$ cat src/rtl/id_ex_stage.sv
// ID/EX pipeline boundary register.
// Captures register-file read data (with same-cycle WB bypass) and decoded ID
// fields into EX-stage registers. Detects load-use hazards against the load
// currently in EX and requests an upstream stall, inserting one bubble.
// Keeps a saturating count of stall cycles.
module id_ex_stage #(
  parameter int DATA_W = 64,
  parameter int CTRL_W = 16,
  parameter int CNT_W  = 32
) (
  input  logic              clk,
  input  logic              reset,
  input  logic              id_valid,
  input  logic [DATA_W-1:0] id_pc,
  input  logic [4:0]        id_rn,
  input  logic [4:0]        id_rm,
  input  logic [4:0]        id_rd,
  input  logic              id_uses_rm,
  input  logic [DATA_W-1:0] id_rdata1,
  input  logic [DATA_W-1:0] id_rdata2,
  input  logic [DATA_W-1:0] id_imm,
  input  logic [CTRL_W-1:0] id_ctrl,
  input  logic              id_mem_read,
  input  logic              id_reg_write,
  input  logic              wb_reg_write,
  input  logic [4:0]        wb_rd,
  input  logic [DATA_W-1:0] wb_data,
  input  logic              flush,
  output logic              stall,
  output logic              ex_valid,
  output logic [DATA_W-1:0] ex_pc,
  output logic [DATA_W-1:0] ex_a,
  output logic [DATA_W-1:0] ex_b,
  output logic [DATA_W-1:0] ex_imm,
  output logic [4:0]        ex_rn,
  output logic [4:0]        ex_rm,
  output logic [4:0]        ex_rd,
  output logic [CTRL_W-1:0] ex_ctrl,
  output logic              ex_mem_read,
  output logic              ex_reg_write,
  output logic [CNT_W-1:0]  stall_count
);

  // Register 31 reads as zero and is never a real bypass/hazard source.
  localparam logic [4:0]       XZR     = 5'd31;
  localparam logic [CNT_W-1:0] CNT_MAX = '1;

  logic              bypass_a;
  logic              bypass_b;
  logic [DATA_W-1:0] opnd_a;
  logic [DATA_W-1:0] opnd_b;
  logic              rn_hit;
  logic              rm_hit;
  logic              load_use;
  logic              bubble;

  // Operand selection: XZR first, then WB bypass, else register-file data.
  always_comb begin
    bypass_a = wb_reg_write && (wb_rd == id_rn) && (id_rn != XZR);
    bypass_b = wb_reg_write && (wb_rd == id_rm) && (id_rm != XZR);
    opnd_a   = id_rdata1;
    opnd_b   = id_rdata2;
    if (id_rn == XZR)
      opnd_a = '0;
    else if (bypass_a)
      opnd_a = wb_data;
    if (id_rm == XZR)
      opnd_b = '0;
    else if (bypass_b)
      opnd_b = wb_data;
  end

  // Load-use detection uses only registered EX state plus current ID/flush.
  // A flush squashes the ID instruction, so it cancels the stall request.
  always_comb begin
    rn_hit   = (ex_rd == id_rn);
    rm_hit   = id_uses_rm && (ex_rd == id_rm);
    load_use = ex_valid && ex_mem_read && (ex_rd != XZR) && id_valid &&
               (rn_hit || rm_hit) && !flush;
    stall    = load_use && !reset;
    bubble   = flush || load_use;
  end

  // EX-stage capture: reset clears, flush/stall insert a fully-zeroed bubble,
  // otherwise capture ID with control forced off for an invalid ID slot.
  always_ff @(posedge clk) begin
    if (reset || bubble) begin
      ex_valid     <= 1'b0;
      ex_pc        <= '0;
      ex_a         <= '0;
      ex_b         <= '0;
      ex_imm       <= '0;
      ex_rn        <= '0;
      ex_rm        <= '0;
      ex_rd        <= '0;
      ex_ctrl      <= '0;
      ex_mem_read  <= 1'b0;
      ex_reg_write <= 1'b0;
    end else begin
      ex_valid     <= id_valid;
      ex_pc        <= id_pc;
      ex_a         <= opnd_a;
      ex_b         <= opnd_b;
      ex_imm       <= id_imm;
      ex_rn        <= id_rn;
      ex_rm        <= id_rm;
      ex_rd        <= id_rd;
      ex_ctrl      <= id_valid ? id_ctrl : '0;
      ex_mem_read  <= id_valid && id_mem_read;
      ex_reg_write <= id_valid && id_reg_write;
    end
  end

  // Saturating stall-cycle counter.
  always_ff @(posedge clk) begin
    if (reset)
      stall_count <= '0;
    else if (stall && (stall_count != CNT_MAX))
      stall_count <= stall_count + 1'b1;
  end

endmodule

$ cat config.mk
export PLATFORM = sky130hd
export DESIGN_NAME = id_ex_stage
export DESIGN_NICKNAME = d
export VERILOG_FILES = /design/src/rtl/id_ex_stage.sv
export SDC_FILE = /design/constraint.sdc
export NUM_CORES = 1
export LEC_CHECK = 0
export CORE_AREA = 2 2 269 271
export DETAILED_ROUTE_END_ITERATION = 6
export DIE_AREA = 0 0 271 273
export GPL_ROUTABILITY_DRIVEN = 0
export PLACE_DENSITY = 0.39
export RECOVER_POWER = 25
export SYNTH_ARGS = -nofsm -noshare
export SYNTH_HDL_FRONTEND = slang
export SYNTH_SLANG_ARGS = --single-unit
$ cat constraint.sdc
create_clock -name clk -period 2.87 [get_ports clk]
set_input_delay 0.287 -clock clk [delete_from_list [all_inputs] [get_ports clk]]
set_output_delay 0.287 -clock clk [all_outputs]
set_load 0.1 [all_outputs]
Word level (Yosys, flattened, before mapping)
Cells that the tools add are included.

cells by class
  reduce and logical (&&, ||, !) cells = 22
  $add $sub $neg = 1
  $lt $le $gt $ge = 0
  div/mod/pow operators = 0
  shift operators = 0
  equality and inequality tests = 10
  mux-type cells = 2
  bitwise gates (word level) = 1
  $mul = 0

operator list
  operator                                       count
  two-way mux 64 bit                             2
  adder 32 x 1 -> 32 bit, second input constant  1
  inequality test 32 bit, second input constant  1
  equality test 5 bit                            4
  inequality test 5 bit, second input constant   3
  logical AND 1 bit                              14
  equality test 5 bit, second input constant     2
  OR reduction 2 bit                             3
  logical OR 1 bit                               3
  zero test 1 bit                                2
  inverter 1 bit                                 1

storage, ports and cells
  memory bits (writable) = 0
  bits in read-only memories = 0
  latch bits = 0
  memories = 0
  register bits after elaboration = 322

Longest topological paths before layout
Gate-level depths: netlist of run 1.

  depth after elaboration = 8
  depth in mapped cells = 8

Worst setup path after synthesis of run 1
No wires, ideal clock.

  path type = register to register
  from = reg stall_count[0]
  to = reg stall_count[28]
  path buffers = 0
  slack = 182 ps
  required time = 2,749 ps
  arrival = 2,568 ps
  setup time = 121 ps
  cell stages (with the launch flop) = 7
  path through = dfxtp_1 > ha_1 > nand3_1 > nor2_1 > nand3_1 > nor4_1 > mux2_2

on the way
  word-level cells in the longest chain between the ends = 2
  elaborated cells between the ends (all ways) = 3
  classes of those cells = 1 x add/sub; 1 x eq/ne; 1 x reduce/logical

ends and longest elaborated chain
  element                                                                         line  RTL
  from (decl)                                                                     41    output logic [CNT_W-1:0] stall_count
  from (signal assigned)                                                          119   stall_count <= stall_count + 1'b1;
  parallel branches: the longest is 2 deep, another holds adder 32 x 1 -> 32 bit  n/a

Several ways; the timed one is not identified.
A chain may end at the register's enable or synchronous reset.

Final worst setup path of run 1
  from = reg ex_rd[4]
  to = out stall

on the way
  word-level cells in the longest chain between the ends = 6
  elaborated cells between the ends (all ways) = 10
  classes of those cells = 3 x eq/ne; 7 x reduce/logical

ends and longest elaborated chain
  element                                                              line    RTL
  from (decl)                                                          37      output logic [4:0] ex_rd,
  from (signal assigned)                                               107     ex_rd <= id_rd;
  inequality test 5 bit / equality test 5 bit (equally long branches)  78, 77
  logical AND 1 bit, on equally long branches                          78, 77
  logical AND 1 bit / logical OR 1 bit (equally long branches)         78, 79
  logical AND 1 bit (*)                                                78      load_use = ex_valid && ex_mem_read && (ex_rd != XZR) && id_valid &&
  logical AND 1 bit (*)                                                79      (rn_hit || rm_hit) && !flush;
  logical AND 1 bit (*)                                                80      stall = load_use && !reset;
  to (decl)                                                            29      output logic stall,

Every way passes the cells marked *; elsewhere a longest branch is shown, timed or not.

==> results of run 1 <==
-- worst max path at each step --
stage	to	slack, ns	cells after the start	startpoint
floorplan	stall_count[28]	0.18	6	stall_count[0]
global placement	ex_a[55]	0.15	7	id_rn[0]
detailed placement	stall_count[21]	0.18	7	id_rn[2]
CTS	stall	0.12	6	ex_rd[4]
global route	stall	0.05	6	ex_rd[4]
finish	stall	0.24	6	ex_rd[4]
-- Yosys cell counts, drive strengths merged --
library cell and number:
o31a 1, mux2i 1, buf 21, xor2 11, xnor2 12, nand3 19
o31ai 11, o21ba 1, a21oi 151, and4 2, nor2b 2, nor4 8
dfxtp 322, clkbuf 45, ha 1, or3 10, mux2 3, o41ai 1
or2 1, or4 12, and2 145, or3b 1, nor3 6, o21ai 10
inv 9, o2111ai 1, and2b 2, nand2 277, nor2 15, o22ai 1
a31oi 2, nand4 14, and3 23, a211oi 1
-- placed cells by master (no fill, tap or decap), drive strengths merged, types with 15 or more instances in the layout --
cell / instances
nor2: 15
buf: 211
clkdlybuf4s50: 363
and2: 145
dfxtp: 322
a21oi: 151
and3: 23
nand3: 19
nand2: 277
clkbuf: 221
-- cell families after synthesis --
kind of cell               count (synthesis)
xor gates and xnor gates                  23
AOI/OAI and AO/OA                        180
DFF                                      322
adders and majority gates                  1
muxes                                      4
buffers and inverters                     75
and+or+nand+nor                          537
-- area by class of cell --
type                            instances  area [µm²]
Tap cell                              950        1190
Inverter                                9        33.8
Clock buffer                           60        1250
Clock inverter                         16         171
Sequential cell                       322        6450
Timing Repair Buffer                  735        5930
Fill cell                            7712       52100
Multi-Input combinational cell        745        3910
Antenna cell                            3        7.51
-- sequential cells by signal, indices dropped and copies added (netlist names) --
| signal | cells |
|---|---|
| ex_a | 64 |
| ex_b | 64 |
| ex_ctrl | 16 |
| ex_imm | 64 |
| ex_mem_read | 1 |
| ex_pc | 64 |
| ex_rd | 5 |
| ex_reg_write | 1 |
| ex_rm | 5 |
| ex_rn | 5 |
| ex_valid | 1 |
| stall_count | 32 |
-- power by group through the flow --
stage	Sequential [mW]	Clock (mW)	Combinational, mW
3_3_place_gp	4.80	0	2.43
4_1_cts	4.70	5.66	2.43
6_report	4.70	5.42	2.32
3_5_place_dp	4.80	0	2.42
2_1_floorplan	5.99	0	0.239
5_1_grt	4.71	5.81	2.41
-- metal layers --
layer | wire length (µm) | track usage (%)
met4 | 1300 | 4.74
met1 | 21100 | 15.3
met2 | 26300 | 23.7
met3 | 5550 | 6.02
met5 | 22 | 0
-- metrics by stage --
stage / setup WS [ns] / util [%] / total power [mW] / hold slack, ns
after floorplan: 0.182 / - / 6.23 / 0.409
after global placement: 0.149 / 25.5 / 7.22 / 0.482
after detailed placement: 0.184 / 25.5 / 7.22 / 0.505
after CTS: 0.121 / 27.5 / 12.8 / 0.225
after global routing: 0.0526 / 26.7 / 12.9 / 0.251
final: 0.240 / 26.7 / 12.4 / 0.283
-- critical path, stage by stage (launching register included) --
cell,delay (ns)
dfxtp_1,0.50
buf_4,0.19
xnor2_1,0.10
nand3_1,0.16
o22ai_4,0.41
and2_1,0.24
buf_12,0.18
==> out/summary.txt, run 1 <==
Core area - 71,000 µm²
Global Route Usage Sum - 13.9%
Final Instance Area - 18,900 µm²
Final Hold Fails - 0
Drt drc - 0
Max Freq - 380 MHz
Count of cell types in the netlist - 39
Main combinational cell family by area after synthesis - simple AND/OR/NAND/NOR gates
Iteration count of the initial detailed-routing pass - 5
Post-synthesis xor/xnor area fraction - 1.89%
Routed Antenna Nets - 0
P_sw - 3.80 mW
Count of input and output buffers - 686
Post-Layout Cell Count - 2,840
Die Wd - 271 µm
First-pass GRT wire length - 76.0 mm
Max-Cap Viols - 0
CP max FO - 9
Post-CTS Setup Bufs - 0
Antenna violations before repair - 5
Vias per cell - 3.79
Synth top area cells - dfxtp_1 60%, nand2_1 9.7%, and2_1 8.5%, a21oi_1 7.1%, clkbuf_1 1.6%
Worst-path clk slew - 0.06 ns
Worst reg-to-reg path cell count - 7
PostCTS Resize Cnt - 0
Layout cell share with drive strength beyond 1 - 15.8%
Status - finished, final reports clean
Post-synthesis compound-gate area fraction - 9.11%
Sequential power share - 37.8%
WHS Path Cells - 3
Final Max Slew Viols - 0
Drt wl/cell - 19.1 µm
Num CTS Buffers - 42
Combinational power share - 18.6%
# rows - 98
Yosys warnings - 0
Sw frac - 30.6%
Reg2reg start - ex_rd[4]
Yosys top cell by area - dfxtp_1
Synth Area in Adders - 0.117%
Clock root cell - clkbuf_16
Vias post-DR - 10,756
TritonCTS Sinks - 322
Peak supply drop - 0.379 mV
Number of I/O pins - 687
Largest net degree at the start of global routing - 65
Final WL - 54.2 mm
Hold_sp - id_rdata1[7]
Final setup vio count - 0
Max_slew headroom - 14.3%
Die area - 74,000 µm²
Sequential fraction of the synthesis area - 60.5%
Avg Inst Size Synth - 9.33 µm²
Worst min path class - primary input to flop
Max Buffers Root-to-Sink - 3
CP startpoint kind - flop
Hold buffers post-CTS - 0
Required time worst endpoint - 2.58 ns
Vias in the first global route - 11,121
Syn Nets - 1,507
Worst-Margin Slew - 1.29 ns
Clock Latency Late Sink - 0.56 ns
Critical Path AT - 2.34 ns
Synthesized area - 10,700 µm²
Post-synthesis mux area share - 0.411%
Seq cells post-synth - 322
Critical Path Sink Type - primary output
Cells after Synth - 1,142
Die height - 273 µm
Area Overhead vs Synth - 77.7%
Post-DP HPWL - 43.2 mm
Reg2reg end - stall_count[21]
CTS tree - yes
Setup_tns - 0 ns
Fin crit share - 91.6%
Skew final - 0.0179 ns
Min Clock Period, post-route - 2.63 ns
Pleak - 7.69 nW
Pint - 8.63 mW
Area share of and/or/nand/nor cells after synthesis - 25.0%
First DRT Iteration DRCs - 403
R2r setup slk - 0.36 ns
Placed cells - 2,761
Critical path class - flop to primary output
Top cell type's share of synthesized area - 60.5%
Dpl cell area - 18,100 µm²
Initial core utilization - 15.0%
Nets@finish - 2,220
H-tree depth - 2
Remaining Overflow, GRT - 0
RSZ-0062 raised after global routing - no
PwrDens - 657 nW/µm²
WHS Endpoint - ex_a[7]
Clock power frac - 43.6%
Power figures use the tool's default switching activity.
==> run 2, diff against run 1 <==
--- a/config.mk
+++ b/config.mk
@@ -5,11 +5,11 @@
 export SDC_FILE = /design/constraint.sdc
 export NUM_CORES = 1
 export LEC_CHECK = 0
-export CORE_AREA = 2 2 269 271
+export ABC_AREA = 1
+export CORE_AREA = 2 2 266 268
 export DETAILED_ROUTE_END_ITERATION = 6
-export DIE_AREA = 0 0 271 273
+export DIE_AREA = 0 0 268 270
 export GPL_ROUTABILITY_DRIVEN = 0
-export PLACE_DENSITY = 0.39
 export RECOVER_POWER = 25
 export SYNTH_ARGS = -nofsm -noshare
 export SYNTH_HDL_FRONTEND = slang
==> run 2 against run 1 <==
Sequential share of layout area fell by 0.79 points. Setup slack improved by 0.13 ns. Clock skew fell by 0.0037 ns. Via count rose by 11%. Sequential power barely moved. Non-clock buffer count rose by 1. Critical path depth did not move. Global-route usage fell by 0.13 points. Die area fell by 2.2%. Final area rose by 2.4%. Synthesized cell count rose by 29%. Largest cell class unchanged. Largest power group unchanged. Highest routed layer is now met4.
==> out/summary.txt, run 2 <==
Status - finished, final reports clean
Post-synth EDFFs - 0
Final WL - 51.6 mm
Initial core utilization - 16.4%
Sequential fraction of the synthesis area - 56.6%
Synthesized area - 11,400 µm²
Count of cell types in the netlist - 31
Worst reg-to-reg path cell count - 7
Clock root cell - clkbuf_16
Required time worst endpoint - 2.58 ns
Most common cell after layout, fill and taps aside - clkdlybuf4s50_1
Cells after Synth - 1,473
Remaining Overflow, GRT - 0
Layout cell share with drive strength beyond 1 - 13.6%
R2r setup slk - 0.62 ns
Final Hold Fails - 0
Antenna violations before repair - 1
Number of I/O pins - 687
Core area - 69,500 µm²
Fin crit share - 87.1%
Max Buffers Root-to-Sink - 3
Max Freq - 400 MHz
Critical Path AT - 2.21 ns
H-tree depth - 2
PwrDens - 616 nW/µm²
RSZ-0062 raised after global routing - no
Num CTS Buffers - 38
Worst-path clk slew - 0.06 ns
Layout filler cell count - 7,640
Worst min path class - primary input to flop
Vias per cell - 3.81
Total power - 12.0 mW
Nets@finish - 2,538
Top cell type's share of synthesized area - 56.6%
Setup_tns - 0 ns
Skew final - 0.0142 ns
Min Clock Period, post-route - 2.50 ns
Drt drc - 0
Final setup vio count - 0
Die area - 72,400 µm²
CP startpoint kind - flop
Routed Antenna Nets - 0
Die Wd - 268 µm
Vias post-DR - 11,960
Seq cells post-synth - 322
Most frequent cells in the layout - 363 x clkdlybuf4s50_1, 319 x dfxtp_1, 273 x nand2_1, 273 x nor2_1, 199 x buf_4
Synth top area cells - dfxtp_1 57%, nor2_1 9.0%, nand2_1 9.0%, nand3_1 6.9%, inv_1 6.0%
Max_slew headroom - 15.5%
Yosys warnings - 0
First-pass GRT wire length - 74.8 mm
Final Max Slew Viols - 0
Area Overhead vs Synth - 70.5%
Critical Path Sink Type - primary output
PostCTS Resize Cnt - 3
Worst-Margin Slew - 1.27 ns
CP startpoint - ex_rd[4]
Synth top cells by count - 322 x dfxtp_1, 274 x nor2_1, 273 x nand2_1
Vias in the first global route - 11,938
Reg2reg start - ex_rd[4]
Top_reg_cell synth - dfxtp_1
Peak supply drop - 0.424 mV
Critical path class - flop to primary output
Clock Latency Late Sink - 0.55 ns
Hold buffers post-CTS - 0
Top-count cell post-synth - dfxtp_1
TritonCTS Sinks - 322
Syn Nets - 1,838
Global Route Usage Sum - 13.7%
Reg2reg end - ex_b[26]
Iteration count of the initial detailed-routing pass - 5
Drt wl/cell - 16.4 µm
Yosys top cell by area - dfxtp_1
Largest net degree at the start of global routing - 65
CTS tree - yes
Worst setup endpoint - stall
Max-Cap Viols - 0
Die height - 270 µm
Count of input and output buffers - 686
# rows - 97
Pleak - 8.57 nW
CP max FO - 10
Synth async-reset ratio - 0%
Post-DP HPWL - 39.8 mm
First DRT Iteration DRCs - 607
Avg Inst Size Synth - 7.73 µm²
Post-CTS Setup Bufs - 0
==> run 2: logic make-up (layout without fill, tap and decap cells) <==
group	after synthesis	in the layout	share of synthesized area, %
other	0	1	0
flip-flops	322	322	56.6
AND/OR/NAND/NOR	734	734	26.6
adder cells (fa/ha/maj)	1	1	0.110
buffers and inverters	270	997	9.78
AO/OA/AOI/OAI	139	139	6.29
XOR/XNOR	7	7	0.539
==> run 2: final cells by class <==
cell class / count / area [µm²] / area share (%)
Multi-Input combinational cell: 881 / 3840 / 19.8
Timing Repair Buffer: 736 / 5990 / 30.9
Sequential cell: 322 / 6450 / 33.2
Clock buffer: 56 / 1120 / 5.78
Inverter: 194 / 732 / 3.77
Tap cell: 940 / 1180 / 6.06
Clock inverter: 11 / 85.1 / 0.438
Antenna cell: 1 / 2.50 / 0.0129
==> run 2: how the worst min path moves through the flow <==
| stage | end | slack (ns) | start | cells after the start |
|---|---|---|---|---|
| final | ex_rd[3] | 0.26 | id_rd[3] | 3 |
| after global routing | ex_imm[24] | 0.23 | id_imm[24] | 3 |
| after CTS | ex_rd[3] | 0.22 | id_rd[3] | 3 |
| after detailed placement | stall_count[7] | 0.52 | stall_count[7] | 2 |
| after global placement | stall_count[25] | 0.51 | stall_count[25] | 2 |
| after floorplan | stall_count[19] | 0.36 | reset | 1 |
==> run 2: where the power goes <==
part	switching, mW	internal [mW]
logic	1.75	0.721
registers	0.0641	4.64
clock network	1.99	2.80
total	3.80	8.16
==> run 2: metal layers <==
layer	global-route usage (%)	wire (µm)	vias to the layer above
met2	22.3	23600	585
met1	16.6	21400	5351
met3	4.54	4630	94
met4	5.35	1890	0
li1	-	-	5930
met5	0	0	-
==> run 2: worst max-delay path, cell delays in order (launching register included) <==
cell	delay (ns)
dfxtp_1	0.56
nand3_1	0.12
nor3_1	0.27
nor2_1	0.15
nand3_2	0.14
clkinv_2	0.19
buf_12	0.23
==> run 2: per-stage QoR <==
step / worst slack, ns / utilization [%] / std cells / cell area [µm²] / hold slack [ns]
2_1_floorplan: 0.00668 / - / 1473 / 11400 / 0.359
3_3_place_gp: 0.292 / 27.0 / 3073 / 18800 / 0.512
3_5_place_dp: 0.303 / 27.0 / 3073 / 18800 / 0.525
4_1_cts: 0.211 / 28.8 / 3140 / 20000 / 0.216
5_1_grt: 0.111 / 27.9 / 3140 / 19400 / 0.233
6_report: 0.369 / 27.9 / 3141 / 19400 / 0.262
==> run 3, diff against run 2 <==
--- a/config.mk
+++ b/config.mk
@@ -10,6 +10,7 @@
 export DETAILED_ROUTE_END_ITERATION = 6
 export DIE_AREA = 0 0 268 270
 export GPL_ROUTABILITY_DRIVEN = 0
+export HOLD_SLACK_MARGIN = 0.15
 export RECOVER_POWER = 25
 export SYNTH_ARGS = -nofsm -noshare
 export SYNTH_HDL_FRONTEND = slang
==> results of run 3 <==
Final layout, timing and power as in run 2 (identical DEF).
